$ cat config.mk
export PLATFORM = sky130hd
export DESIGN_NAME = spi_flash_init_seq
export DESIGN_NICKNAME = d
export VERILOG_FILES = /design/src/rtl/spi_flash_init_seq.sv
export SDC_FILE = /design/constraint.sdc
export NUM_CORES = 1
export LEC_CHECK = 0
export ABC_CLOCK_PERIOD_IN_PS = 2300
export CORE_MARGIN = 10
export CORE_UTILIZATION = 40
export DETAILED_ROUTE_END_ITERATION = 16
export GPL_TIMING_DRIVEN = 1
export HOLD_SLACK_MARGIN = 0.05
export PLACE_DENSITY = 0.67
export SLEW_MARGIN = 25
export SYNTH_ARGS = -nofsm -noshare
export SYNTH_HDL_FRONTEND = slang
export SYNTH_SLANG_ARGS = --single-unit
$ cat constraint.sdc
create_clock -name clk -period 2.3 [get_ports clk]
set_input_delay 0.46 -clock clk [delete_from_list [all_inputs] [get_ports clk]]
set_output_delay 0.46 -clock clk [all_outputs]
set_load 0.02 [all_outputs]
$ cat src/rtl/spi_flash_init_seq.sv
`timescale 1ns/1ps
// rtl/spi_flash_init_seq.sv - power-on configuration sequencer for the external SPI flash
module spi_flash_init_seq #(
    parameter int          POWERUP_CYCLES    = 1000,
    parameter int          RESET_WAIT_CYCLES = 2000,
    parameter int          MAX_POLLS         = 256,
    parameter logic [7:0]  SR_VALUE          = 8'h02
) (
    input  logic       clk,
    input  logic       rst_n,
    output logic       cmd_valid,
    input  logic       cmd_ready,
    output logic [7:0] cmd_data,
    output logic       cmd_last,
    input  logic       rsp_valid,
    input  logic [7:0] rsp_data,
    output logic       init_done,
    output logic       init_error,
    output logic       busy
);

    localparam int TMAX = (POWERUP_CYCLES > RESET_WAIT_CYCLES) ? POWERUP_CYCLES : RESET_WAIT_CYCLES;
    localparam int TW   = (TMAX > 0) ? $clog2(TMAX + 1) : 1;
    localparam int PW   = $clog2(MAX_POLLS + 1);

    typedef enum logic [2:0] {
        PWR_WAIT,
        ISSUE,
        WAIT_RSP,
        RST_WAIT,
        POLL_EVAL,
        DONE,
        ERROR
    } state_t;

    state_t          state;
    logic [TW-1:0]   timer;
    logic [2:0]      step;
    logic [PW-1:0]   poll_cnt;
    logic            wip_q;

    // Only the WIP flag of the status byte steers the sequence
    logic unused_rsp_bits;
    assign unused_rsp_bits = ^rsp_data[7:1];

    // Command script: {last, byte} for each step
    function automatic logic [8:0] script(input logic [2:0] s);
        case (s)
            3'd0:    script = {1'b1, 8'h66};
            3'd1:    script = {1'b1, 8'h99};
            3'd2:    script = {1'b1, 8'h06};
            3'd3:    script = {1'b0, 8'h31};
            3'd4:    script = {1'b1, SR_VALUE};
            3'd5:    script = {1'b0, 8'h05};
            default: script = {1'b1, 8'h00};
        endcase
    endfunction

    // Sequencer FSM with registered outputs; the command byte is loaded on entry to ISSUE
    always_ff @(posedge clk or negedge rst_n) begin
        if (!rst_n) begin
            state      <= PWR_WAIT;
            timer      <= '0;
            step       <= 3'd0;
            poll_cnt   <= '0;
            wip_q      <= 1'b0;
            cmd_valid  <= 1'b0;
            cmd_data   <= 8'h00;
            cmd_last   <= 1'b0;
            init_done  <= 1'b0;
            init_error <= 1'b0;
            busy       <= 1'b1;
        end else begin
            case (state)
                PWR_WAIT: begin
                    if (POWERUP_CYCLES == 0 || timer == TW'(POWERUP_CYCLES - 1)) begin
                        timer                <= '0;
                        state                <= ISSUE;
                        cmd_valid            <= 1'b1;
                        {cmd_last, cmd_data} <= script(step);
                    end else begin
                        timer <= timer + TW'(1);
                    end
                end
                ISSUE: begin
                    if (cmd_ready) begin
                        cmd_valid <= 1'b0;
                        state     <= WAIT_RSP;
                    end
                end
                WAIT_RSP: begin
                    if (rsp_valid) begin
                        wip_q <= rsp_data[0];
                        if (step == 3'd1) begin
                            timer <= '0;
                            state <= RST_WAIT;
                        end else if (step == 3'd6) begin
                            state <= POLL_EVAL;
                        end else begin
                            step                 <= step + 3'd1;
                            state                <= ISSUE;
                            cmd_valid            <= 1'b1;
                            {cmd_last, cmd_data} <= script(step + 3'd1);
                        end
                    end
                end
                RST_WAIT: begin
                    if (RESET_WAIT_CYCLES == 0 || timer == TW'(RESET_WAIT_CYCLES - 1)) begin
                        timer                <= '0;
                        step                 <= 3'd2;
                        state                <= ISSUE;
                        cmd_valid            <= 1'b1;
                        {cmd_last, cmd_data} <= script(3'd2);
                    end else begin
                        timer <= timer + TW'(1);
                    end
                end
                POLL_EVAL: begin
                    if (!wip_q) begin
                        state     <= DONE;
                        init_done <= 1'b1;
                        busy      <= 1'b0;
                    end else if (poll_cnt < PW'(MAX_POLLS - 1)) begin
                        poll_cnt             <= poll_cnt + PW'(1);
                        step                 <= 3'd5;
                        state                <= ISSUE;
                        cmd_valid            <= 1'b1;
                        {cmd_last, cmd_data} <= script(3'd5);
                    end else begin
                        state      <= ERROR;
                        init_error <= 1'b1;
                        busy       <= 1'b0;
                    end
                end
                DONE:    state <= DONE;
                ERROR:   state <= ERROR;
                default: state <= ERROR;
            endcase
        end
    end

endmodule

## Word level (Yosys, flattened, before mapping)

Cells that the tools add are included.

| storage, ports and cells | value |
|---|---|
| register bits after elaboration | 40 |
| output and inout bits | 13 |
| bits of input ports | 12 |
| word-level logic and storage cells | 111 |

| cells by class | value |
|---|---|
| bitwise gates (word level) | 2 |
| multiplexer cells | 49 |
| equality and inequality tests | 28 |
| reductions and logical operators | 17 |
| add/subtract/negate cells | 3 |
| magnitude comparators | 1 |

Operator list:

| kind | count |
|---|---|
| case mux 9 bit (6 select lines) | 2 |
| two-way mux 8 bit | 7 |
| two-way mux 11 bit | 4 |
| two-way mux 3 bit | 14 |
| case mux 11 bit (3 select lines) | 1 |
| case mux 8 bit (4 select lines) | 1 |
| == test 3 bit, second input constant | 7 |
| != test 2 bit, second input constant | 10 |
| == test 3 x 2 -> 1 bit, second input constant | 6 |
| case mux 3 bit (6 select lines) | 1 |
| two-way mux 1 bit | 16 |
| adder 11 x 1 -> 11 bit, second input constant | 1 |
| == test 11 x 10 -> 1 bit, second input constant | 1 |
| == test 11 bit, second input constant | 1 |
| adder 9 x 1 -> 9 bit, second input constant | 1 |
| == test 3 x 1 -> 1 bit, second input constant | 3 |
| logical NOT 3 bit | 3 |
| less-than comparator 9 x 8 -> 1 bit, second input constant | 1 |
| case mux 3 bit (3 select lines) | 1 |
| AND reduction 3 bit | 3 |
| AND reduction 9 bit | 1 |
| AND reduction 8 bit | 1 |
| AND reduction 7 bit | 1 |
| AND reduction 2 bit | 3 |
| 8 further kinds | 10 |

## Depth between registers and ports, before layout

| logic depth | value |
|---|---|
| depth in word-level cells | 7 |
| mapped depth | 9 |
| depth with buffers taken out | 7 |

## Least setup slack after synthesis

Ideal clock, no wire load.

| path | value |
|---|---|
| kind | flip-flop to flip-flop |
| start point | register step[1] |
| end point | register cmd_data[0] |
| path buffers | 0 |
| cell stages (with the launch flop) | 8 |
| setup time | 125 ps |
| data required time | 2175 ps |
| arrival time | 1986 ps |
| slack | 190 ps |
| clock period less this slack | 2110 ps |
| path through | dfrtp_1 inv_1 ha_1 nand2b_1 a311o_1 o21ai_1 nor3_4 mux2_2 |

| between the ends | value |
|---|---|
| word-level cells in the longest chain between the ends | 7 |
| elaborated cells on any way between the ends | 24 |
| those cells by class | add/sub: 1; eq/ne: 13; mux: 7; reduce/logical: 3 |

RTL lines:

| what | RTL line | source |
|---|---|---|
| start: declaration | 38 | `logic [2:0] step;` |
| start signal: assignment | 100 | `step <= step + 3'd1;` |
| adder 3 x 1 -> 3 bit | 103 | `{cmd_last, cmd_data} <= script(step + 3'd1);` |
| == test 3 bit (tied with other cells) | 48 | `case (s)` |
| case mux 9 bit (6 select lines) | 48 |  |
| two-way mux 8 bit | 97 | `end else if (step == 3'd6) begin` |
| two-way mux 8 bit | 94 | `if (step == 3'd1) begin` |
| two-way mux 8 bit | 92 | `if (rsp_valid) begin` |
| case mux 8 bit (4 select lines) | 74 | `case (state)` |
| end signal: assignment | 80 | `{cmd_last, cmd_data} <= script(step);` |
| end signal: assignment | 103 |  |
| end signal: assignment | 113 | `{cmd_last, cmd_data} <= script(3'd2);` |
| end: declaration | 13 | `output logic [7:0] cmd_data,` |

Parallel ways exist; a longest one is shown, timed or not. The select of a mux whose other input is x is not followed.
A chain may end at the register's enable or synchronous reset.

## Final worst setup path

| path | value |
|---|---|
| start point | register timer[0] |
| end point | register cmd_data[5] |

| between the ends | value |
|---|---|
| word-level cells in the longest chain between the ends | 3 |
| elaborated cells on any way between the ends | 5 |
| those cells by class | eq/ne: 4; reduce/logical: 1 |

RTL lines:

| what | RTL line | source |
|---|---|---|
| start: declaration | 37 | `logic [TW-1:0] timer;` |
| start signal: assignment | 82 | `timer <= timer + TW'(1);` |
| start signal: assignment | 115 | `timer <= timer + TW'(1);` |
| == test 11 bit or == test 11 x 10 -> 1 bit (tied branches) | 108, 76 |  |
| != test 2 bit (no line) | -- |  |
| AND reduction 8 bit (no line) (*) | -- |  |
| end signal: assignment | 103 |  |
| end signal: assignment | 113 |  |
| end signal: assignment | 128 | `{cmd_last, cmd_data} <= script(3'd5);` |

Every way passes the cells marked *; elsewhere a longest branch is shown, timed or not.

==> results.yml <==
worst_setup_path:
  crit_arrival_ns: 2.30
  endpoint: "cmd_data[5]"
  path_max_fanout: 9
  r2r_slack_ns: 0.19
  startpoint: "timer[0]"
  timing.rr.start: "timer[0]"
  r2r_cells: 7
  worst-setup-path-type: "reg2reg"
  cp.required_ns: 2.48
  critPathCaptureType: "register"
  worstSetupStartpointType: "register"
  r2r-end: "cmd_data[5]"
floorplan:
  rows: 28
  die_area_um2: 9550
  start_util_pct: 41.1
  die_h_um: 97.7
  die_x_um: 97.7
  core-area_um2: 5890
  pin_count: 25
pwr:
  finalPower_mw: 2.93
  irDropWorstVdd_mv: 0.394
  power_density_nw_per_um2: 1010
  leakage_nw: 1.22
sta:
  finalSetupViolCount: 0
  fmax_mhz: 473
  whs_ns: 0.0633
  hold_violations: 0
  skew_ns: 0.00511
  slew_violations: 0
  finalCriticalPeriod_ns: 2.11
  rsz0062_at_grt: "no"
  finalCritPeriodShare_pct: 91.9
  slew_headroom_pct: 70.1
  worst_pin_slew_ns: 0.448
routing:
  first_iter_violations: 108
  route.detailed.drc: 0
  via_per_inst: 5.57
  vias: 2022
  wl_um: 5330
  firstDrtPassIters: 4
  routedWlPerCell_um: 14.7
  ant_nets: 0
synthesis:
  synth.top_cell.area_share_pct: 39.3
  synth_top_family_by_area: "simple AND/OR/NAND/NOR gates"
  synthMuxAreaShare_pct: 5.95
  ys_seq_elements: 39
  avgSynthCellArea_um2: 9.30
  synthXorXnorAreaFrac_pct: 3.99
  synth_nets: 283
  synth_top_flop_cell: "dfrtp_1"
  async_flop_share_pct: 100
  ys_types: 53
  synthTopCellsByArea: "dfrtp_1 (39%), ha_1 (5.7%), mux2_2 (5.1%)"
  synth_edf_count: 0
  ys_warn_count: 0
  synthAdderAreaFrac_pct: 5.69
  synth-simple-area-share_pct: 21.0
  synth_top_cell_by_area: "dfrtp_1"
  netlist_instances: 260
  synth_area_um2: 2420
  ys_seq_area_share_pct: 40.4
  synth_compound_area_share_pct: 19.5
clocking:
  numCtsBuffers: 5
  clk_pin_slew_worst_paths_ns: 0.08
  clk_latency_ns: 0.29
  clock-sinks: 39
  tritoncts: "built"
  clock_path_buffers: 2
  hold_buffers: 0
  cts-root-buf: "clkbuf_8"
  cts_max_level: 2
global_routing:
  met3_usage_pct: 3.17
  grt_pass1_wl_um: 9320
  grt_pass1_vias: 1953
  antenna_found_initial: 0
  grt_util_met2_pct: 18.2
  grt_use_met1_pct: 14.3
  top_usage_layer: "met2"
  grt_usage_pct: 11.3
  grt_overflow: 0
  grt_max_degree: 26
final_layout:
  antenna-diode-count: 0
  nNetsFinal: 310
  syn2layout_area_growth_pct: 19.9
  regArea_um2: 978
  layout_commonest_cell: "dfrtp_1"
  drive_above_1_share_pct: 16.0
  final_cell_mix: "dfrtp_1 (37), nand2_1 (25), o21ai_0 (19), a21oi_1 (18)"
  final_cells: 363
  multi_input_area_um2: 1360
  nFillCells: 560
job:
  maxCapViolations: 0
placed_design:
  place.gp.congestion: 0.881
  io_buffer_count: 17
  place_inst: 355
  post-dp-hpwl_um: 3960
worst_hold_path:
  min_path_type: "in2async"
status:
  status: "finished, final reports clean"
==> final cells by class <==
| cell class | instances | area share [%] |
|---|---|---|
| clock inverter | 2 | 2.07 |
| tap | 75 | 3.24 |
| inverter | 7 | 0.906 |
| clock buffer | 6 | 2.50 |
| timing repair buffer | 34 | 10.5 |
| sequential | 39 | 33.8 |
| multi-input combinational | 200 | 47.0 |
==> logic make-up (layout without fill, tap and decap cells) <==
kind of cell	Yosys count	count (layout)
compound gates	72	72
buf+inv	21	49
xor+xnor	11	11
simple gates	93	93
flops	39	39
fa+ha+maj	11	11
mux	13	13
==> report_power, final <==
group          internal (mW)  total, mW  switching, mW
logic                  0.559       1.14          0.578
clock network          0.434      0.680          0.246
registers              0.887       1.11          0.226
==> metal layers <==
metal / up-vias / wire length (um) / share of wire, %
li1: 995 / - / -
met3: 7 / 249 / 4.7
met2: 36 / 2590 / 49
met5: - / 0 / 0
met4: 0 / 68 / 1.3
met1: 984 / 2430 / 46
==> critical path, cell delays in order, from the launching register on <==
cell       delay, ns
dfrtp_1         0.39
ha_1            0.24
nand3_1         0.14
o311ai_2        0.31
o2111ai_2       0.22
nor3_4          0.21
buf_12          0.15
mux2_2          0.33
==> cells in the mapped netlist (3+ instances only) <==
cell	instances
dfrtp_1	38
nand2_1	25
o21ai_0	19
a21oi_1	18
nor2_1	15
ha_1	11
mux2_2	11
clkbuf_1	10
nand2b_1	10
inv_1	7
nor3_1	7
nand3_1	6
xnor2_1	6
nor3b_1	5
o21bai_1	5
o22ai_1	5
xor2_1	5
nand4_1	4
nor2b_1	4
a211o_1	3
a31oi_1	3
and4_1	3
o211ai_1	3
==> repair_timing <==
item,in CTS,in global routing
endpoints found under the setup margin,0,16
buffers inserted,0,0
gates resized for setup,0,3
==> how the worst min path moves through the flow <==
stage             endpoint  depth (start not counted)  startpoint
5_1_grt           timer[7]                          1       rst_n
4_1_cts           timer[9]                          1       rst_n
3_5_place_dp      timer[9]                          1       rst_n
3_3_place_gp      timer[9]                          1       rst_n
6_report          timer[7]                          1       rst_n
2_1_floorplan  cmd_data[0]                          0       rst_n
==> registers in the layout, indices dropped and copies added (netlist names) <==
signal,flops
poll_cnt,9
step,3
init_error,1
cmd_data,7
busy,1
state,3
init_done,1
wip_q,1
cmd_last,1
cmd_valid,1
timer,11
==> stage by stage <==
step / worst slack, ns / cell area [um^2] / utilization, % / setup TNS, ns
CTS: 0.119 / 2890 / 49.1 / 0
floorplan: 0.190 / 2420 / - / 0
detailed placement: -0.0376 / 2760 / 46.9 / -0.204
global route: 0.0607 / 2900 / 49.3 / 0
global placement: 0.00560 / 2760 / 46.9 / 0
finish: 0.186 / 2900 / 49.3 / 0
No activity file was read; power rests on OpenSTA's default activity.
